<file path="config.mk">
export PLATFORM = sky130hd
export DESIGN_NAME = pipelined_carry_adder
export DESIGN_NICKNAME = d
export VERILOG_FILES = /design/src/rtl/pipelined_carry_adder.sv
export SDC_FILE = /design/constraint.sdc
export NUM_CORES = 1
export LEC_CHECK = 0
export ABC_CLOCK_PERIOD_IN_PS = 2340
export CAP_MARGIN = 20
export CORE_ASPECT_RATIO = 2
export CORE_UTILIZATION = 45
export DETAILED_ROUTE_END_ITERATION = 16
export HOLD_SLACK_MARGIN = 0.1
export PLACE_DENSITY = 0.72
export SYNTH_ARGS = -nofsm -noshare
export SYNTH_HDL_FRONTEND = slang
export SYNTH_SLANG_ARGS = --single-unit
</file>
<file path="constraint.sdc">
create_clock -name clk -period 2.34 [get_ports clk]
set_input_delay 0.234 -clock clk [delete_from_list [all_inputs] [get_ports clk]]
set_output_delay 0.234 -clock clk [all_outputs]
set_load 0.01 [all_outputs]
</file>
<file path="src/rtl/pipelined_carry_adder.sv">
`default_nettype none
// ============================================================================
// Module   : pipelined_carry_adder
// Brief    : WIDTH-bit add/subtract split into STAGES carry-ripple chunks,
//            valid/ready on both sides. PIPELINED_CARRY_ADDER_OVF_EN adds ovf.
// Revision : 1.0
// ============================================================================
module pipelined_carry_adder #(
  parameter int WIDTH  = 16,
  parameter int STAGES = 4
) (
  input  logic             clk,
  input  logic             rst_n,
  input  logic             in_valid,
  output logic             in_ready,
  input  logic [WIDTH-1:0] a,
  input  logic [WIDTH-1:0] b,
  input  logic             cin,
  input  logic             sub,
  output logic             out_valid,
  input  logic             out_ready,
  output logic [WIDTH-1:0] sum,
`ifdef PIPELINED_CARRY_ADDER_OVF_EN
  output logic             ovf,
`endif
  output logic             cout
);

  localparam int CHUNK = WIDTH / STAGES;

  if ((STAGES < 1) || (STAGES > WIDTH) || ((WIDTH % STAGES) != 0)) begin : g_param_err
    $error("pipelined_carry_adder: WIDTH must be a multiple of STAGES and 1 <= STAGES <= WIDTH");
  end

  logic             r_vld [STAGES];
  logic             r_cy  [STAGES];
  logic [WIDTH-1:0] r_a   [STAGES];
  logic [WIDTH-1:0] r_b   [STAGES];
  logic [WIDTH-1:0] r_sum [STAGES];

  logic             w_vld_in [STAGES];
  logic             w_c_in   [STAGES];
  logic [WIDTH-1:0] w_a_in   [STAGES];
  logic [WIDTH-1:0] w_b_in   [STAGES];
  logic [WIDTH-1:0] w_sum_in [STAGES];
  logic [CHUNK:0]   w_part   [STAGES];
  logic [WIDTH-1:0] w_sum_out[STAGES];
  logic             w_adv;

  assign w_adv    = !r_vld[STAGES-1] | out_ready;
  assign in_ready = w_adv;

  for (genvar k = 0; k < STAGES; k++) begin : g_stage
    if (k == 0) begin : g_first
      // Subtract is a + ~b + ~cin, so the inversion is folded in here once.
      assign w_vld_in[k] = in_valid;
      assign w_a_in[k]   = a;
      assign w_b_in[k]   = b ^ {WIDTH{sub}};
      assign w_c_in[k]   = cin ^ sub;
      assign w_sum_in[k] = '0;
    end else begin : g_next
      assign w_vld_in[k] = r_vld[k-1];
      assign w_a_in[k]   = r_a[k-1];
      assign w_b_in[k]   = r_b[k-1];
      assign w_c_in[k]   = r_cy[k-1];
      assign w_sum_in[k] = r_sum[k-1];
    end

    assign w_part[k] = {1'b0, w_a_in[k][k*CHUNK +: CHUNK]}
                     + {1'b0, w_b_in[k][k*CHUNK +: CHUNK]}
                     + {{CHUNK{1'b0}}, w_c_in[k]};

    // Bits at and above chunk k of the incoming partial sum are still zero.
    assign w_sum_out[k] = w_sum_in[k] | (WIDTH'(w_part[k][CHUNK-1:0]) << (k*CHUNK));
  end

  always_ff @(posedge clk or negedge rst_n) begin
    if (!rst_n) begin
      for (int k = 0; k < STAGES; k++) begin
        r_vld[k] <= 1'b0;
        r_cy[k]  <= 1'b0;
        r_a[k]   <= '0;
        r_b[k]   <= '0;
        r_sum[k] <= '0;
      end
    end else if (w_adv) begin
      for (int k = 0; k < STAGES; k++) begin
        r_vld[k] <= w_vld_in[k];
        r_cy[k]  <= w_part[k][CHUNK];
        r_a[k]   <= w_a_in[k];
        r_b[k]   <= w_b_in[k];
        r_sum[k] <= w_sum_out[k];
      end
    end
  end

  assign out_valid = r_vld[STAGES-1];
  assign sum       = r_sum[STAGES-1];
  assign cout      = r_cy[STAGES-1];

`ifdef PIPELINED_CARRY_ADDER_OVF_EN
  logic w_msb_cin;
  logic r_ovf;

  // Carry into the MSB is recovered from the MSB operand and result bits.
  assign w_msb_cin = w_a_in[STAGES-1][WIDTH-1] ^ w_b_in[STAGES-1][WIDTH-1]
                   ^ w_sum_out[STAGES-1][WIDTH-1];

  always_ff @(posedge clk or negedge rst_n) begin
    if (!rst_n) begin
      r_ovf <= 1'b0;
    end else if (w_adv) begin
      r_ovf <= w_msb_cin ^ w_part[STAGES-1][CHUNK];
    end
  end

  assign ovf = r_ovf;
`endif

endmodule
`default_nettype wire

</file>
Word level (Yosys, flattened, before mapping)
Index checks and enable logic that the tools add are counted.
Cells by class
  bitwise gates (word level): 6
  reduce and logical (&&, ||, !) cells: 1
  add/sub/neg operators: 8
Operators with widths (number)
  4-bit by 4-bit adder with 5-bit output: 4
  5-bit by 1-bit adder with 5-bit output: 4
  16-bit by 12-bit OR with 16-bit output: 1
  16-bit OR: 1
  16-bit bitwise XOR: 1
  4-bit by 8-bit OR with 8-bit output: 1
  1-bit zero test: 1
  1-bit OR: 1
  1-bit bitwise XOR: 1
Word-level totals
  input bits: 38
  output and inout bits: 19
  logic and storage cells: 33
  register bits after elaboration: 156

Longest topological paths before layout
  depth after elaboration: 3
  depth in mapped cells: 8
  mapped depth without buffers: 6

Least setup slack after synthesis
No wires, ideal clock.
  path type: input port to flip-flop
  from: input port sub
  to: register r_cy[3] (netlist name)
  path buffers: 2
  stages: 8
  data arrival time: 1.884 ns
  setup slack: 0.328 ns
  required time: 2.212 ns
  library setup time: 0.128 ns
  cell sequence: buf_4 buf_6 xor2_1 fa_1 fa_1 a21o_1 a21oi_1 a21oi_1
On the way
  cells in the longest elaborated chain, start to end: 3
  elaborated cells on any way between the ends: 4
  those cells by class: add/sub (2); bitwise (2)
Ends and longest elaborated chain
  start, declared: RTL line 19  | input logic sub,
  16-bit bitwise XOR: RTL line 58  | assign w_b_in[k] = b ^ {WIDTH{sub}};
  4-bit by 4-bit adder with 5-bit output: RTL line 70  | + {1'b0, w_b_in[k][k*CHUNK +: CHUNK]}
  5-bit by 1-bit adder with 5-bit output (*): RTL line 71  | + {{CHUNK{1'b0}}, w_c_in[k]};
  end signal, assigned by index: RTL line 89  | r_cy[k] <= w_part[k][CHUNK];
  end, declared: RTL line 36  | logic r_cy [STAGES];
Mark *: on every way between the ends. The rest lies on a longest branch, timed or not.
A chain may end at the register's enable or synchronous reset.

Final worst setup path
Ends and elaborated chain as after synthesis.

==> reports/qor.txt <==
status -> complete, no violations
syn nets -> 523
clk root buf -> clkbuf_16
Die W -> 71.68 um
Multi-input gate area -> 1644 sq um
Hold Violations, Final -> 0
CP max stage delay -> 0.55 ns
# placed instances -> 592
Final Max Tran Viols -> 0
maximum number of pins on one net before global-route repair -> 105
clk slew on worst S/H paths -> 0.06 ns
top-count cell post-synth -> nand2_1
drc violations -> 0
clock sinks -> 96
clk_lat worst skew -> 0.34 ns
fmax -> 480.8 MHz
CTS tree -> done
drt via density -> 4.831
#FFs+latches synth -> 96
post-cts sizing count -> 0
TritonCTS Buffers -> 9
cell area after synthesis -> 4369 sq um
initial antenna violation count -> 0
most common library cells after synthesis -> nand2_1, dfrtp_1, o21ai_0
area leader, netlist -> dfrtp_1
Post-synth ARST share -> 100.0%
Finished Core Util -> 56.24%
peak supply drop -> 0.0007177 V
row count -> 50
DPL Wire Length -> 4894 um
clk_skew -> 0.007560 ns
Crit Path Max Fanout -> 5
share of the synthesized area in the top cell type -> 54.98%
Period minus WS final -> 2.080 ns
Final ANT Viol Nets -> 0
total wire length -> 7675 um
vias in the first global route -> 2948
core box area -> 9384 sq um
Die H -> 141.4 um
H-tree depth -> 3
1st-iter DRT viols -> 273
Setup violations, final -> 0
Critical-path top delay cell -> clkdlybuf4s50_1
synthesized area per cell -> 9.396 sq um
synthesized instance count -> 465
total track usage -> 16.92%
Max clock buf depth -> 2
PortBufs -> 56
Routed WL per cell -> 12.60 um
relative slew slack -> 59.65%
RSZ-0062 raised after global routing -> no
share of the clock period used by the worst path -> 88.88%
die area -> 10130 sq um
total iterations of the first detailed-routing run -> 4
IO Pins -> 57
PD cells -> 1347 nW/um^2
sequential fraction of the synthesis area -> 54.98%
fill count -> 833
fin nets -> 558
# diodes -> 0
Hold WC Path Type -> input port to register
EDFF count, synth -> 0
Lkg Pwr -> 2.629 nW
Slew @ Worst Pin -> 0.6053 ns
crit path DAT -> 2.28 ns
layout cells sized above 1 -> 4.950%
Top FF cell, synth -> dfrtp_1
grt ovf -> 0
Area contributors post-synth -> dfrtp_1, nand2_1, buf_4
worst path cell trace -> clkdlybuf4s50_1 -> xor2_1 -> fa_1 -> fa_1 -> a21o_1 -> a21oi_1 -> a21oi_1
max-cap violation count -> 0
Yosys cell types -> 20
Layout Cells excl Fill -> 609
WP data required -> 2.55 ns
initial core utilization -> 46.56%
routed vias -> 2942
crit path launch type -> input port
Syn-to-layout area delta -> 20.79%
first-pass GRT wire length -> 13320 um
Synthesis Warnings -> 0
hold slack -> 0.4244 ns
GP Congestion -> 0.7522
WS Path Type -> input port to register
endpoint type of the worst setup path -> register
Register Area -> 2402 sq um
flip-flops by register name, indices dropped and copies added, names as in the netlist:
register	cells
sum	16
r_a	24
out_valid	1
r_cy	3
r_vld	3
r_sum	24
r_b	24
cout	1
area by class of cell:
type	instances	share of cell area [%]
Multi-Input combinational cell	321	31.15
Timing Repair Buffer	63	12.33
Sequential cell	96	45.52
Inverter	9	0.6875
Tap cell	104	2.466
Clock inverter	7	3.580
Clock buffer	9	4.267
power breakdown:
part / switching, mW / internal [mW]
Clock: 0.615 / 1.37
Sequential: 0.411 / 2.40
Combinational: 1.23 / 1.08
Total: 2.26 / 4.85
cells in the final DEF, fill, tap and decap left out, types with 8 or more instances in the layout:
master           Yosys  routed
nor2_1               8       8
clkbuf_16            0       9
a21oi_1             12      12
xnor2_1             13      13
clkdlybuf4s50_1      0      55
dfrtp_1             96      96
ha_1                12      12
xor2_1              10      10
nand2_1            221     221
fa_1                 8       8
o21ai_0             25      25
inv_1                8       8
worst max-delay path: cells and delay by family:
family / cells / cell delay [ns]
AOI/OAI and AO/OA: 3 / 0.40
xor gates and xnor gates: 1 / 0.24
adders and majority gates: 2 / 0.88
buffers and inverters: 1 / 0.55
metrics by stage:
stage	TNS, ns	worst slack, ns	area [sq um]	power, mW
global route	0	0.1749	5278	7.617
detailed placement	-0.2342	-0.1316	4853	5.123
finish	0	0.2603	5278	7.108
CTS	0	0.2295	5278	7.180
global placement	-0.09020	-0.05429	4853	4.980
floorplan	0	0.3276	4369	4.536
final timing paths:
path / start / endpoint / slack, ns / depth (start not counted)
max in group asynchronous: rst_n / r_sum[50] / 1.21 / 3
min: a[10] / r_a[58] / 0.42 / 3
min in group asynchronous: rst_n / r_a[62] / 0.45 / 2
min reg2reg: r_sum[50] / r_sum[34] / 0.46 / 2
max reg2reg: r_cy[1] / cout / 0.49 / 5
max: sub / r_cy[3] / 0.26 / 7
timing repair:
action / in CTS / in global routing
setup buffers: 0 / 0
hold endpoints to repair: 46 / 0
hold buffers: 1 / 0
cell families (layout without fill, tap and decap cells):
group,after synthesis,after routing,synth area share [%]
AO/OA/AOI/OAI,45,45,5.498
XOR/XNOR,23,23,4.610
adder cells (fa/ha/maj),20,20,7.102
buffers and inverters,48,88,7.388
flip-flops,96,96,54.98
AND/OR/NAND/NOR,233,233,20.42
routing by layer:
layer	GRT usage (%)	routed length [um]	part of all wire (%)	vias to the layer above
met5	0	0	0	-
met4	8.772	220	2.9	0
met3	3.054	242	3.2	18
met2	28.90	4049	53	56
met1	20.03	3164	41	1370
li1	-	-	-	1498
Power figures use the tool's default switching activity.
